[src/rtl/fi_recovery_ctrl.sv]
// fi_recovery_ctrl
// Recovery sequencer behind the fault-injection commit checker. On a
// propagated fault, an unexpected syscall or a hung core (braindead
// watchdog) it waits for the store queue to drain, forces an exception at
// the continue PC, requests an architectural-state restore and then returns
// to normal operation. Every output is a flop, so no input reaches an
// output combinationally.

module fi_recovery_ctrl #(
    parameter int SIZE_PC         = 32,
    parameter int STQ_CNT_W       = 5,
    parameter int WATCHDOG_CYCLES = 2048
) (
    input  logic                 clk,
    input  logic                 reset,
    input  logic                 commitValid,
    input  logic [SIZE_PC-1:0]   commitNextPC,
    input  logic                 faultPropagated,
    input  logic                 unexpectedSyscall,
    input  logic [STQ_CNT_W-1:0] stqCount,
    input  logic                 exceptionAck,
    input  logic                 restoreDone,
    output logic                 forceException,
    output logic [SIZE_PC-1:0]   exceptionPC,
    output logic                 restoreReq,
    output logic                 stallFetch,
    output logic                 busy,
    output logic [1:0]           cause,
    output logic [15:0]          recoveryCnt,
    output logic [7:0]           droppedCnt
);

    localparam int WD_W = $clog2(WATCHDOG_CYCLES);

    // The trigger is taken in the cycle whose increment would bring the
    // counter to WATCHDOG_CYCLES-1, so DRAIN starts exactly WATCHDOG_CYCLES
    // cycles after the last commit cycle.
    localparam logic [WD_W-1:0] WD_FIRE = WD_W'(WATCHDOG_CYCLES - 2);

    localparam logic [1:0] CAUSE_NONE    = 2'd0;
    localparam logic [1:0] CAUSE_FAULT   = 2'd1;
    localparam logic [1:0] CAUSE_BRAIN   = 2'd2;
    localparam logic [1:0] CAUSE_SYSCALL = 2'd3;

    typedef enum logic [2:0] {
        ST_IDLE    = 3'd0,
        ST_DRAIN   = 3'd1,
        ST_FLUSH   = 3'd2,
        ST_RESTORE = 3'd3,
        ST_RESUME  = 3'd4
    } state_t;

    state_t               state_r;
    logic [SIZE_PC-1:0]   arch_pc_r;
    logic [WD_W-1:0]      wd_cnt_r;

    logic                 braindead_s;
    logic                 trig_s;
    logic [1:0]           trig_cause_s;
    logic [SIZE_PC-1:0]   trig_pc_s;
    logic                 drop_s;

    // Trigger decode: priority fault > syscall > braindead, PC selection and drop detect
    always_comb begin
        braindead_s  = 1'b0;
        trig_cause_s = CAUSE_NONE;
        trig_pc_s    = arch_pc_r;
        drop_s       = 1'b0;

        if ((state_r == ST_IDLE) && !commitValid && (wd_cnt_r == WD_FIRE)) begin
            braindead_s = 1'b1;
        end else begin
            braindead_s = 1'b0;
        end

        if (faultPropagated) begin
            trig_cause_s = CAUSE_FAULT;
        end else if (unexpectedSyscall) begin
            trig_cause_s = CAUSE_SYSCALL;
        end else if (braindead_s) begin
            trig_cause_s = CAUSE_BRAIN;
        end else begin
            trig_cause_s = CAUSE_NONE;
        end

        if (commitValid) begin
            trig_pc_s = commitNextPC;
        end else begin
            trig_pc_s = arch_pc_r;
        end

        if ((state_r != ST_IDLE) && (faultPropagated || unexpectedSyscall)) begin
            drop_s = 1'b1;
        end else begin
            drop_s = 1'b0;
        end
    end

    assign trig_s = (trig_cause_s != CAUSE_NONE);

    // Architectural PC tracking: follows every commit regardless of state
    always_ff @(posedge clk) begin
        if (reset) begin
            arch_pc_r <= {SIZE_PC{1'b0}};
        end else if (commitValid) begin
            arch_pc_r <= commitNextPC;
        end
    end

    // Braindead watchdog: counts commit-free IDLE cycles, held at zero during recovery
    always_ff @(posedge clk) begin
        if (reset) begin
            wd_cnt_r <= {WD_W{1'b0}};
        end else if (commitValid || (state_r != ST_IDLE)) begin
            wd_cnt_r <= {WD_W{1'b0}};
        end else begin
            wd_cnt_r <= wd_cnt_r + WD_W'(1);
        end
    end

    // Saturating count of triggers that arrive while a recovery is already running
    always_ff @(posedge clk) begin
        if (reset) begin
            droppedCnt <= 8'd0;
        end else if (drop_s && (droppedCnt != 8'hFF)) begin
            droppedCnt <= droppedCnt + 8'd1;
        end
    end

    // Recovery sequencer with registered outputs set on each state transition
    always_ff @(posedge clk) begin
        if (reset) begin
            state_r        <= ST_IDLE;
            busy           <= 1'b0;
            stallFetch     <= 1'b0;
            forceException <= 1'b0;
            restoreReq     <= 1'b0;
            cause          <= CAUSE_NONE;
            exceptionPC    <= {SIZE_PC{1'b0}};
            recoveryCnt    <= 16'd0;
        end else begin
            case (state_r)
                ST_IDLE: begin
                    if (trig_s) begin
                        state_r     <= ST_DRAIN;
                        busy        <= 1'b1;
                        stallFetch  <= 1'b1;
                        cause       <= trig_cause_s;
                        exceptionPC <= trig_pc_s;
                    end
                end
                ST_DRAIN: begin
                    if (stqCount == {STQ_CNT_W{1'b0}}) begin
                        state_r        <= ST_FLUSH;
                        forceException <= 1'b1;
                    end
                end
                ST_FLUSH: begin
                    if (exceptionAck) begin
                        state_r        <= ST_RESTORE;
                        forceException <= 1'b0;
                        restoreReq     <= 1'b1;
                    end
                end
                ST_RESTORE: begin
                    if (restoreDone) begin
                        state_r    <= ST_RESUME;
                        restoreReq <= 1'b0;
                        stallFetch <= 1'b0;
                    end
                end
                ST_RESUME: begin
                    state_r <= ST_IDLE;
                    busy    <= 1'b0;
                    cause   <= CAUSE_NONE;
                    if (recoveryCnt != 16'hFFFF) begin
                        recoveryCnt <= recoveryCnt + 16'd1;
                    end
                end
                default: begin
                    state_r        <= ST_IDLE;
                    busy           <= 1'b0;
                    stallFetch     <= 1'b0;
                    forceException <= 1'b0;
                    restoreReq     <= 1'b0;
                    cause          <= CAUSE_NONE;
                end
            endcase
        end
    end

endmodule

[config.mk]
export PLATFORM = sky130hd
export DESIGN_NAME = fi_recovery_ctrl
export DESIGN_NICKNAME = d
export VERILOG_FILES = /design/src/rtl/fi_recovery_ctrl.sv
export SDC_FILE = /design/constraint.sdc
export NUM_CORES = 1
export LEC_CHECK = 0
export ABC_AREA = 1
export CAP_MARGIN = 30
export CORE_UTILIZATION = 35
export DETAILED_ROUTE_END_ITERATION = 7
export HOLD_SLACK_MARGIN = 0.06
export PLACE_DENSITY = 0.65
export RECOVER_POWER = 50
export SETUP_SLACK_MARGIN = 0.1
export SYNTH_ARGS = -nofsm -noshare
export SYNTH_HDL_FRONTEND = slang
export SYNTH_SLANG_ARGS = --single-unit
export TNS_END_PERCENT = 50
[constraint.sdc]
create_clock -name clk -period 3.5 [get_ports clk]
set_clock_uncertainty 0.05 [all_clocks]
set_input_delay 0.525 -clock clk [delete_from_list [all_inputs] [get_ports clk]]
set_output_delay 0.525 -clock clk [all_outputs]
set_load 0.005 [all_outputs]
==> results.toml <==
[status]
status = "complete, no violations"

[critical_path]
reg2reg_from = "recoveryCnt[0]"
reg2regPathDepth = 8
crit_end = "recoveryCnt[0]"
crit_path_end_kind = "flop"
critical_path.top_delay_family = "simple AND/OR/NAND/NOR gates"
start_kind = "flop"
regToRegSetupSlack_ns = 1.42
r2r-end = "recoveryCnt[0]"
slowest_stage = "dfxtp_1"
required_ns = 3.68
critPathKind = "reg -> reg"
worstPathCellList = "ha_1 -> nand3_1 -> nor3_2 -> nand3_1 -> nand2_2 -> inv_2 -> o21ai_0 -> a21oi_1"
cpMostUsedCell = "nand3_1"
crit_fanout = 19
setup.worst_path.start = "recoveryCnt[0]"
crit_arrival_ns = 2.26
cpPeakStageDelay_ns = 0.41
path_depth = 8
path_buf_inv = 1

[yosys]
postSynthAreaPerCell_sq_um = 7.56
yosysMostFrequentCell = "nor2_1"
synth_top_family_by_area = "simple AND/OR/NAND/NOR gates"
synthXorXnorAreaFrac = 0.0214
yosysTopAreaCell = "dfxtp_1"
syn_nets = 645
synth_area_leaders = "dfxtp_1, nor2_1, nand2_1"
synth-compound-area-share = 0.0591
syn-cell-area_sq_um = 4510
synth-seq-cells = 108
synth_cell_types = 28
synth_top_area_frac = 0.479
synth_warnings = 0
synth_edf_count = 0
synth_fa_ha_area_frac = 0.0111
muxShareOfSynthArea = 0.0710
synthArstFlopShare = 0
synth_ff_type = "dfxtp_1"
syn-instance-count = 597
yosysSeqAreaShare = 0.479
synth_common_cells = "nor2_1, nand2_1, dfxtp_1, inv_1, mux2i_1"
synth-simple-area-share = 0.288

[power]
p_leak_uw = 0.00249
ir_drop_mv = 0.285
p_per_area_nw_per_um2 = 610
power_uw = 3640

[sta]
max_slew_margin = 0.566
fmax_mhz = 482
rsz0062_at_grt = "false"
setup_violations = 0
post-route-min-period_ns = 2.08
tns_ns = 0
setup_slack_ns = 1.42
final_max_slew_viol_count = 0
fin_crit_sh = 0.593
tightest_slew_ns = 0.651
hold_violations = 0

[placement]
gp_congestion = 0.897
dp_hpwl_um = 7410
post-place-ws_ns = 1.23
io_buffers = 105
dp.cells = 854

[clock_tree]
max-clock-path-buffers = 2
clk_pin_slew_ns = 0.07
clk_latency_ns = 0.34
tritoncts = "built"
cts_sinks = 108
hold_buffers = 0
root_buffer = "clkbuf_16"
cts_setup_buffers = 0
postCtsResizedCells = 0
cts_max_level = 3
numCtsBuffers = 9

[routing]
num_vias = 4002
ant_nets = 0
vias_per_cell = 4.60
drc_errors = 0
drtPass1Iterations = 4
drt_iter0_markers = 266
wl_um = 10600
wl_per_cell_um = 12.2

[floorplan]
die_w_um = 116
dieArea_sq_um = 13300
rows = 41
io-pin-count = 106
initial_utilization = 0.358
core_sq_um = 12600
die_h_um = 116

[finish]
layout.cells.non_filler = 870
syn2layout_area_growth_pct = 32.0
nets = 741
n_antenna_cell = 0
fill_cells = 1255
final_layout_size_suffix_gt1_frac = 0.0444

[hold_path]
worstHoldStart = "wd_cnt_r[0]"
hold_class = "reg -> reg"

[global_routing]
grt_use_total = 0.166
grt_pass1_vias = 3782
grt_start_max_net_pins = 66
grt_pass1_wl_um = 17300
antenna_found_initial = 0
overflow = 0

[job]
drv_cap = 0
-- where the power goes --
group | leakage, uW | switching (uW) | internal (uW)
clock | 0.000146 | 448 | 545
combinational | 0.00146 | 569 | 508
sequential | 0.000886 | 119 | 1450
-- through the flow --
stage	cell area (sq um)	hold WS, ns	util
floorplan	4510	0.380	-
global placement	5660	0.394	0.449
detailed placement	5660	0.404	0.449
CTS	5960	0.421	0.472
global route	5960	0.452	0.472
finish	5960	0.416	0.472
-- how the worst min path moves through the flow --
stage / slack [ns] / end / depth (start not counted)
2_1_floorplan: 0.38 / wd_cnt_r[0] / 1
3_3_place_gp: 0.39 / wd_cnt_r[0] / 1
3_5_place_dp: 0.40 / wd_cnt_r[0] / 1
4_1_cts: 0.42 / wd_cnt_r[0] / 1
5_1_grt: 0.45 / cause[1] / 2
6_report: 0.42 / wd_cnt_r[0] / 1
-- kinds of logic after synthesis --
logic type / count (synthesis)
AND/OR/NAND/NOR: 320
flip-flops: 108
buffers and inverters: 70
AO/OA/AOI/OAI: 52
multiplexers: 32
XOR/XNOR: 11
adder cells (fa/ha/maj): 4
-- routing by layer --
metal,share of wire,track usage,up-vias
met4,0.013,0.0597,0
met3,0.058,0.0481,13
li1,-,-,2063
met1,0.45,0.191,1847
met5,0,0,-
met2,0.47,0.291,79
-- sequential cells by signal, summed over array words and instances, names as in the netlist, 2 cells and up --
register / flops
arch_pc_r: 32
state_r: 3
exceptionPC: 32
cause: 2
recoveryCnt: 16
droppedCnt: 8
wd_cnt_r: 11
-- layout by cell type, fill, tap and decap left out, types with 4 or more instances in the layout --
cell,Yosys,layout
o21ai_0,22,22
nor3_1,20,20
clkdlybuf4s50_1,0,71
a21oi_1,28,28
clkbuf_16,0,9
inv_1,41,42
buf_4,2,4
dfxtp_1,108,108
nand2_1,133,133
dlygate4sd3_1,0,32
nor2_1,135,135
mux2i_1,32,32
ha_1,4,4
nand3_1,18,18
inv_2,5,4
xnor2_1,5,5
xor2_1,6,6
-- final cells by class --
cell class                      count  area (sq um)  area share
Sequential cell                   108          2160       0.363
Tap cell                          172           215      0.0361
Inverter                           46           173      0.0290
Timing Repair Buffer              109          1070       0.179
Clock buffer                       12           267      0.0447
Clock inverter                      4          30.0     0.00504
Multi-Input combinational cell    419          2040       0.343
Note: power is estimated with default switching activity, not from simulation.
